`src/rtl/msrv32_pipe_ctrl.sv`:
```
// msrv32 pipeline sequencer: PC/stage enables and bubble control for wait states, branches and traps.
// Optional MEM_WAIT watchdog enabled by defining MSRV32_MEM_TIMEOUT_EN.
module msrv32_pipe_ctrl #(
    parameter int FLUSH_CYCLES = 1,
    parameter int CNT_W        = 16,
    parameter int TIMEOUT      = 255
) (
    input  logic             clk_in,
    input  logic             reset_in,
    input  logic             imem_ready_in,
    input  logic             dmem_req_in,
    input  logic             dmem_ready_in,
    input  logic             branch_taken_in,
    input  logic             trap_taken_in,
    output logic             pc_en_out,
    output logic             reg1_en_out,
    output logic             reg2_en_out,
    output logic             flush_out,
    output logic [1:0]       state_out,
    output logic [CNT_W-1:0] stall_cnt_out,
    output logic             mem_timeout_out
);

    typedef enum logic [1:0] {
        RUN      = 2'd0,
        MEM_WAIT = 2'd1,
        FLUSH    = 2'd2,
        TRAP     = 2'd3
    } state_t;

    localparam logic [3:0] FLUSH_INIT = 4'(FLUSH_CYCLES);

    state_t     state;
    state_t     state_nx;
    logic [3:0] flush_cnt;
    logic [3:0] flush_cnt_nx;
    logic       mem_wait;

    assign mem_wait = (dmem_req_in & ~dmem_ready_in) | ~imem_ready_in;

`ifdef MSRV32_MEM_TIMEOUT_EN
    localparam int WD_W = $clog2(TIMEOUT + 1);

    logic [WD_W-1:0] wd_cnt;
    logic [WD_W-1:0] wd_cnt_nx;
    logic            wd_expired;

    // wd_cnt holds the number of MEM_WAIT cycles so far, including the current one
    assign wd_expired = (state == MEM_WAIT) && (wd_cnt == WD_W'(TIMEOUT));
    assign wd_cnt_nx  = (state == MEM_WAIT) ? wd_cnt + WD_W'(1) : WD_W'(1);
`endif

    always_comb begin
        state_nx     = state;
        flush_cnt_nx = flush_cnt;
        unique case (state)
            RUN: begin
                if (trap_taken_in) begin
                    state_nx = TRAP;
                end else if (branch_taken_in) begin
                    state_nx     = FLUSH;
                    flush_cnt_nx = FLUSH_INIT;
                end else if (mem_wait) begin
                    state_nx = MEM_WAIT;
                end
            end
            MEM_WAIT: begin
                // a stage-3 branch held during the wait is only acted on at exit
                if (trap_taken_in) begin
                    state_nx = TRAP;
                end else if (!mem_wait) begin
                    if (branch_taken_in) begin
                        state_nx     = FLUSH;
                        flush_cnt_nx = FLUSH_INIT;
                    end else begin
                        state_nx = RUN;
                    end
                end
`ifdef MSRV32_MEM_TIMEOUT_EN
                else if (wd_expired) begin
                    state_nx = TRAP;
                end
`endif
            end
            FLUSH: begin
                if (trap_taken_in) begin
                    state_nx = TRAP;
                end else if (flush_cnt <= 4'd1) begin
                    state_nx = RUN;
                end else begin
                    flush_cnt_nx = flush_cnt - 4'd1;
                end
            end
            TRAP: begin
                state_nx     = FLUSH;
                flush_cnt_nx = FLUSH_INIT;
            end
            default: begin
                state_nx     = FLUSH;
                flush_cnt_nx = FLUSH_INIT;
            end
        endcase
    end

    // outputs are registered from the next state so they change exactly with the state
    always_ff @(posedge clk_in or posedge reset_in) begin
        if (reset_in) begin
            state         <= FLUSH;
            flush_cnt     <= FLUSH_INIT;
            pc_en_out     <= 1'b1;
            reg1_en_out   <= 1'b1;
            reg2_en_out   <= 1'b1;
            flush_out     <= 1'b1;
            state_out     <= FLUSH;
            stall_cnt_out <= '0;
        end else begin
            state         <= state_nx;
            flush_cnt     <= flush_cnt_nx;
            pc_en_out     <= (state_nx != MEM_WAIT);
            reg1_en_out   <= (state_nx != MEM_WAIT);
            reg2_en_out   <= (state_nx != MEM_WAIT);
            flush_out     <= (state_nx == FLUSH) || (state_nx == TRAP);
            state_out     <= state_nx;
            if ((state == MEM_WAIT) && (stall_cnt_out != '1)) begin
                stall_cnt_out <= stall_cnt_out + CNT_W'(1);
            end
        end
    end

`ifdef MSRV32_MEM_TIMEOUT_EN
    always_ff @(posedge clk_in or posedge reset_in) begin
        if (reset_in) begin
            wd_cnt          <= '0;
            mem_timeout_out <= 1'b0;
        end else begin
            if (state_nx == MEM_WAIT) begin
                wd_cnt <= wd_cnt_nx;
            end else begin
                wd_cnt <= '0;
            end
            mem_timeout_out <= (state_nx == MEM_WAIT) && (wd_cnt_nx == WD_W'(TIMEOUT));
        end
    end
`else
    assign mem_timeout_out = 1'b0;
`endif

endmodule

```
`config.mk`:
```
export PLATFORM = sky130hd
export DESIGN_NAME = msrv32_pipe_ctrl
export DESIGN_NICKNAME = d
export VERILOG_FILES = /design/src/rtl/msrv32_pipe_ctrl.sv
export SDC_FILE = /design/constraint.sdc
export NUM_CORES = 1
export LEC_CHECK = 0
export CAP_MARGIN = 5
export CORE_MARGIN = 4
export CORE_UTILIZATION = 40
export CTS_CLUSTER_DIAMETER = 80
export CTS_CLUSTER_SIZE = 20
export DETAILED_ROUTE_END_ITERATION = 6
export PLACE_DENSITY = 0.68
export SLEW_MARGIN = 0
export SYNTH_ARGS = -nofsm -noshare
export SYNTH_HDL_FRONTEND = slang
export SYNTH_SLANG_ARGS = --single-unit
```
`constraint.sdc`:
```
create_clock -name clk_in -period 2.26 [get_ports clk_in]
set_input_delay 0.339 -clock clk_in [delete_from_list [all_inputs] [get_ports clk_in]]
set_output_delay 0.339 -clock clk_in [all_outputs]
set_load 0.05 [all_outputs]
```
==> results.toml, run 1 <==
[route]
viasPerCell = 5.19
drt_iter0_markers = 20
post_drt_wl_per_cell_um = 13.0
routed_wl_mm = 2.55
ant_nets = 0
vias = 1017
post-route-drc-count = 0
dr.pass1.iters = 4

[timing]
relSlewSlack_pct = 63.2
final.period_utilization_pct = 93.6
final_max_slew_viol_count = 0
rsz0062_at_grt = "no"
finalClockSkew_ps = 5.43
hold_viol = 0
setup_viol = 0
worst_pin_slew_ps = 548
tns_ps = 0
clock.fmax_mhz = 473
period_minus_slack_ps = 2120

[synthesis]
synth_most_common_cell = "dfrtp_1"
synth_seq_cells = 23
synth_common_cells = "20 x dfrtp_1, 8 x nand3_1, 8 x nor2_1"
netlist_instances = 123
async_flop_share_pct = 100
synth.area.top_cells = "dfrtp_1 39%, dfstp_2 6.2%, xnor2_1 4.8%"
synth_edf_count = 0
yosys_warnings = 0
syn_area_um2 = 1270
yosysSeqAreaShare_pct = 45.6
avgSynthCellArea_um2 = 10.3
syn_nets = 133
synth_top_area_cell = "dfrtp_1"
netlist.area_leader.share_pct = 39.4
synth_ff_type = "dfrtp_1"
ys_types = 43

[critical_path]
cp_cell_sequence = "clkdlybuf4s50_1"
worstSetupEndpointType = "output pin"
required_ps = 1920
max_stage_delay_ps = 830
path_class = "reg2out"
crit_arrival_ps = 1780
critPathMaxFanout = 10
cpMaxStageDelayCell = "clkdlybuf4s50_1"
critPathBufInv = 1
worst_path_dominant_cell_family = "buffers and inverters"
start_kind = "flip-flop"

[die]
ioPinCount = 30
core_um2 = 3050
start_util_pct = 41.6
dieHeight_um = 64.4
fp.dieW_um = 64.4
die-area_um2 = 4140
rows = 20

[clocking]
cts_tree = "yes"
hold_buffers = 0
cts_buffer_depth = 2
cts.sinks = 23
cts-resized-gates = 0
numCtsBuffers = 3
clk_latency_ps = 300
root_buffer = "clkbuf_4"
htree_levels = 1
clk_pin_slew_worst_paths_ps = 120
post_cts_buffers = 0

[placement]
place.gp.congestion = 0.824
hpwlAfterDp_mm = 1.94
dpl_cell_area_um2 = 1580
io_buffers = 28

[pwr]
p_int_w = 0.000679
power_frac_seq_pct = 46.9
pwr-share-clk_pct = 16.0
switching_share_pct = 40.7
switchingPower_w = 0.000466
total_power_w = 0.00114
p_comb_share_pct = 37.1
p_leak_nw = 0.656
worst_ir_drop_vdd_mv = 0.639
p_per_area_nw_per_um2 = 711

[worst_hold_path]
holdCritPathClass = "in2async"

[finish]
final_nets = 163
final_area_um2 = 1610
drive_above_1_share_pct = 11.2
area_delta_synth_final_pct = 26.7
diodes = 0

[run_status]
status = "finished, final reports clean"

[grt]
track_usage_pct = 13.0
grt_pass1_vias = 971
antenna_found_initial = 0
grt_overflow_total = 0
grt_max_degree = 24
grt_pass1_wl_mm = 4.35

[job]
max-cap-violations = 0
==> kinds of logic (layout without fill, tap and decap cells) <==
family | after synthesis | count (layout) | synth area share, %
AOI/OAI and AO/OA | 24 | 24 | 13.1
other | 1 | 1 | 0.295
DFF | 23 | 23 | 45.6
and+or+nand+nor | 49 | 49 | 23.9
muxes | 4 | 4 | 3.44
xor gates and xnor gates | 10 | 10 | 6.89
buffers and inverters | 9 | 38 | 3.84
adders and majority gates | 3 | 3 | 2.95
==> path summary, 6_finish.rpt <==
path	startpoint	to	slack, ps	cells past startpoint
min	reset_in	stall_cnt_out[14]	350	3
max	flush_out	flush_out	140	1
min reg2reg	stall_cnt_out[13]	stall_cnt_out[13]	500	1
max in group asynchronous	reset_in	flush_cnt[0]	1630	3
max reg2reg	flush_cnt[0]	flush_cnt[1]	380	5
min in group clk_in	stall_cnt_out[13]	stall_cnt_out[13]	500	1
==> stage by stage <==
step | hold WS (ps) | utilization, % | cells | worst slack, ps
after floorplan | 339 | - | 123 | 258
after global placement | 475 | 51.9 | 192 | 469
after detailed placement | 491 | 51.9 | 192 | 390
after CTS | 348 | 52.7 | 196 | 117
after global routing | 366 | 52.7 | 196 | 91.5
final | 348 | 52.7 | 196 | 144
==> layer usage <==
layer	part of all wire [%]	vias to the layer above	GRT usage [%]
li1	-	507	-
met1	50	485	17.6
met2	45	23	20.4
met3	4.3	2	3.87
met4	0.86	0	3.17
met5	0	-	0
==> flip-flops by register name, summed over array words and instances (netlist names) <==
register,count
stall_cnt_out,16
flush_cnt,4
flush_out,1
reg2_en_out,1
state,1
==> final cells by class <==
type / count / area (µm²)
repair buffers: 29 / 288
well taps: 44 / 55.1
fillers: 299 / 1440
multi-input cells: 91 / 643
inverters: 5 / 18.8
flip-flops and latches: 23 / 579
clock buffers: 4 / 26.3
==> placed cells by master, fill, tap and decap left out, types with 3 or more instances in the layout <==
cell and count:
nor2_1 8, o21ai_0 3, nand4_1 6, nand2_1 3, inv_1 5, a31oi_1 4, xor2_1 3, dfstp_2 3
clkdlybuf4s50_1 28, ha_1 3, nand3_1 8, a21oi_1 4, a41oi_1 3, xnor2_1 7, nand2b_1 5, clkbuf_4 3
dfrtp_1 20
==> power by group through the flow <==
stage	registers, W	logic (W)	clock network, W
after global placement	0.000537	0.000422	0
final	0.000536	0.000425	0.000183
after CTS	0.000536	0.000430	0.000193
after floorplan	0.000683	0.000141	0
after detailed placement	0.000542	0.000426	0
after global routing	0.000545	0.000450	0.000207
No activity file was read; power rests on OpenSTA's default activity.
==> run 2, diff against run 1 <==
--- a/config.mk
+++ b/config.mk
@@ -6,7 +6,6 @@
 export NUM_CORES = 1
 export LEC_CHECK = 0
 export CAP_MARGIN = 5
-export CORE_MARGIN = 4
 export CORE_UTILIZATION = 40
 export CTS_CLUSTER_DIAMETER = 80
 export CTS_CLUSTER_SIZE = 20
==> results.toml, run 2 (synthesis results as in run 1) <==
[clocking]
hold_buffers = 0
cts_tree = "yes"
cts-resized-gates = 0
post_cts_buffers = 0
htree_levels = 1
clk_latency_ps = 310
cts_buffer_depth = 2
cts.sinks = 23
numCtsBuffers = 3
root_buffer = "clkbuf_4"
clk_pin_slew_worst_paths_ps = 120

[die]
core_um2 = 3030
rows = 20
die-area_um2 = 3410
ioPinCount = 30
start_util_pct = 42.0
dieHeight_um = 58.4
fp.dieW_um = 58.4

[grt]
met3_usage_pct = 3.96
grt_busiest_layer = "met2"
grt_max_degree = 24
grt_pass1_vias = 964
grt_pass1_wl_mm = 4.24
antenna_found_initial = 0
met2_usage_pct = 24.8
track_usage_pct = 16.1
use_met1_pct = 23.2
grt_overflow_total = 0

[route]
post-route-drc-count = 0
viasPerCell = 5.24
vias = 1027
routed_wl_mm = 2.47
drt_iter0_markers = 10
post_drt_wl_per_cell_um = 12.6
ant_nets = 0
dr.pass1.iters = 4

[finish]
final_area_um2 = 1610
final_cells = 196
diodes = 0
regMostFlops = "stall_cnt_out"
reg_top3 = "stall_cnt_out: 16 flops, flush_cnt: 4 flops"
final_nets = 163
largest_reg_flops = 16
area_delta_synth_final_pct = 26.7
final_cell_mix = "28 x clkdlybuf4s50_1, 20 x dfrtp_1, 8 x nand3_1, 8 x nor2_1, 7 x xnor2_1"
drive_above_1_share_pct = 11.2
layout.cells.most_common = "clkdlybuf4s50_1"

[timing]
setup_viol = 0
rsz0062_at_grt = "no"
setup_ws_ps = 132
relSlewSlack_pct = 66.4
clock.fmax_mhz = 470
final_max_slew_viol_count = 0
finalClockSkew_ps = 6.16
period_minus_slack_ps = 2130
final.period_utilization_pct = 94.2
worst_pin_slew_ps = 499
hold_viol = 0
tns_ps = 0

[critical_path]
crit_arrival_ps = 1790
required_ps = 1920
max_stage_delay_ps = 840
cpMaxStageDelayCell = "clkdlybuf4s50_1"
worstSetupEndpointType = "output pin"
critPathMaxFanout = 10
path_class = "reg2out"
cp_cell_sequence = "clkdlybuf4s50_1"
critPathBufInv = 1
start_kind = "flip-flop"
worst_path_dominant_cell_family = "buffers and inverters"

[placement]
place.gp.congestion = 0.830
hpwlAfterDp_mm = 1.89
io_buffers = 28
pre_cts_slack_ps = 396
dp.cells = 192
dpl_cell_area_um2 = 1580

[run_status]
status = "finished, final reports clean"

[pwr]
p_per_area_nw_per_um2 = 711
total_power_w = 0.00114
worst_ir_drop_vdd_mv = 0.758
p_leak_nw = 0.656

[worst_hold_path]
holdCritPathClass = "in2async"

[job]
max-cap-violations = 0
[run 2: cell counts in the layout (fill, tap and decap cells not counted)]
Identical to the previous run, type by type.
[run 2: worst paths after layout]
check / from / end / slack [ps] / cells past startpoint
setup / recovery: flush_out / state_out[1] / 130 / 1
hold / removal: reset_in / stall_cnt_out[12] / 360 / 3
setup reg to reg: stall_cnt_out[0] / stall_cnt_out[1] / 350 / 5
hold reg to reg: stall_cnt_out[13] / stall_cnt_out[13] / 500 / 1
max in group asynchronous: reset_in / flush_cnt[0] / 1620 / 3
min in group clk_in: stall_cnt_out[13] / stall_cnt_out[13] / 500 / 1
[run 2: layer usage]
layer	part of all wire [%]	vias to the layer above
met5	0	-
met4	0.36	0
met1	50	489
met2	46	27
met3	3.5	2
li1	-	509
[run 2: power by group]
| part | total [W] | internal (W) | switching [W] |
|---|---|---|---|
| logic | 0.000426 | 0.000152 | 0.000274 |
| clock network | 0.000183 | 0.0000689 | 0.000114 |
| registers | 0.000536 | 0.000459 | 0.0000776 |
| total | 0.00114 | 0.000680 | 0.000465 |
[run 2: layout make-up]
type | count | area, µm²
clock buffer | 4 | 26.3
fill | 280 | 1420
multi-input combinational | 91 | 643
timing repair buffer | 29 | 288
tap | 44 | 55.1
inverter | 5 | 18.8
sequential | 23 | 579
[run 2: stage by stage]
| stage | hold WS [ps] | utilization [%] |
|---|---|---|
| CTS | 364 | 53.2 |
| global placement | 482 | 52.3 |
| detailed placement | 485 | 52.3 |
| global route | 374 | 53.2 |
| floorplan | 339 | - |
| finish | 358 | 53.2 |
[run 2: worst register-to-register path, stage by stage (launching register included)]
cell,delay (ps)
dfrtp_1,460
ha_1,260
and3_1,200
and4_1,270
a21oi_2,250
mux2_2,370
==> run 3, diff against run 2 <==
--- a/config.mk
+++ b/config.mk
@@ -6,6 +6,7 @@
 export NUM_CORES = 1
 export LEC_CHECK = 0
 export CAP_MARGIN = 5
+export CORE_MARGIN = 3
 export CORE_UTILIZATION = 40
 export CTS_CLUSTER_DIAMETER = 80
 export CTS_CLUSTER_SIZE = 20
==> results.toml, run 3 (synthesis results as in run 1) <==
[finish]
drive_above_1_share_pct = 11.2
final_nets = 163
final_cell_mix = "28 x clkdlybuf4s50_1, 20 x dfrtp_1, 8 x nand3_1, 8 x nor2_1, 7 x xnor2_1"
area_delta_synth_final_pct = 26.5
regMostFlops = "stall_cnt_out"
reg_top3 = "stall_cnt_out: 16 flops, flush_cnt: 4 flops"
layout.cells.most_common = "clkdlybuf4s50_1"
fillCellCount = 275
largest_reg_flops = 16
diodes = 0

[die]
dieHeight_um = 62.4
ioPinCount = 30
rows = 19
start_util_pct = 43.8
die-area_um2 = 3890
core_um2 = 2900
fp.dieW_um = 62.4

[critical_path]
rrSetupSlack_ps = 380
crit_arrival_ps = 1800
required_ps = 1920
path_class = "reg2out"
cpMaxStageDelayCell = "clkdlybuf4s50_1"
cp_cell_sequence = "clkdlybuf4s50_1"
worstSetupEndpointType = "output pin"
critPathBufInv = 1
worst_path_dominant_cell_family = "buffers and inverters"
start_kind = "flip-flop"
critPathMaxFanout = 10
max_stage_delay_ps = 840

[grt]
grt_pass1_vias = 964
antenna_found_initial = 0
grt_pass1_wl_mm = 4.44
grt_max_degree = 24
track_usage_pct = 13.7
grt_overflow_total = 0

[placement]
place.gp.congestion = 0.882
io_buffers = 28
hpwlAfterDp_mm = 1.94
pre_cts_slack_ps = 378

[pwr]
p_leak_nw = 0.656
worst_ir_drop_vdd_mv = 0.887
p_per_area_nw_per_um2 = 714

[worst_hold_path]
holdCritPathClass = "in2async"

[route]
dr.pass1.iters = 4
viasPerCell = 5.29
post_drt_wl_per_cell_um = 13.4
drt_iter0_markers = 28
post-route-drc-count = 0
vias = 1027
ant_nets = 0
routed_wl_mm = 2.60

[clocking]
cts_buffer_depth = 2
cts_tree = "yes"
clk_latency_ps = 300
cts-resized-gates = 0
post_cts_buffers = 0
clk_pin_slew_worst_paths_ps = 110
cts.sinks = 23
hold_buffers = 0
numCtsBuffers = 3
htree_levels = 1
root_buffer = "clkbuf_4"

[timing]
clock.fmax_mhz = 469
setup_viol = 0
finalClockSkew_ps = 0.903
worst_pin_slew_ps = 517
hold_viol = 0
period_minus_slack_ps = 2130
rsz0062_at_grt = "no"
tns_ps = 0
setup_ws_ps = 126
final.period_utilization_pct = 94.4
final_max_slew_viol_count = 0
relSlewSlack_pct = 65.2

[job]
max-cap-violations = 0

[run_status]
status = "finished, final reports clean"
-- run 3: cell counts in the layout (fill, tap and decap cells not counted) --
Identical to the previous run, type by type.
-- run 3: where the power goes --
part           internal, W  switching, W
registers         0.000459     0.0000758
clock network    0.0000688      0.000114
logic             0.000152      0.000278
-- run 3: worst paths after layout --
| kind | from | to | cells past startpoint |
|---|---|---|---|
| worst max-delay path | flush_out | state_out[1] | 1 |
| worst max register to register | stall_cnt_out[0] | stall_cnt_out[1] | 5 |
| worst min-delay path | reset_in | stall_cnt_out[14] | 3 |
| max in group asynchronous | reset_in | flush_cnt[0] | 3 |
| min in group clk_in | stall_cnt_out[13] | stall_cnt_out[13] | 1 |
| worst min register to register | stall_cnt_out[13] | stall_cnt_out[13] | 1 |
-- run 3: layout make-up --
type	count	area [µm²]	area share, %
tap	42	52.6	3.27
clock buffer	4	26.3	1.63
timing repair buffer	29	288	17.9
multi-input combinational	91	643	40.0
inverter	5	18.8	1.17
sequential	23	579	36.0
-- run 3: per-layer routing --
layer  vias up  track usage, %  wire length [µm]  share of wire [%]
met5         -               0                 0                  0
met3         2            4.14               131                5.0
li1        504               -                 -                  -
met4         0            1.65                13               0.50
met2        25            21.1              1200                 46
met1       496            19.6              1250                 48
-- run 3: stage by stage --
stage | instance area [µm²] | utilization (%) | std cells | power [W] | hold WS (ps)
2_1_floorplan | 1270 | - | 123 | 0.000824 | 339
3_3_place_gp | 1580 | 54.5 | 190 | 0.000959 | 479
3_5_place_dp | 1580 | 54.5 | 190 | 0.000968 | 501
4_1_cts | 1610 | 55.4 | 194 | 0.00116 | 365
5_1_grt | 1610 | 55.4 | 194 | 0.00122 | 377
6_report | 1610 | 55.4 | 194 | 0.00115 | 357
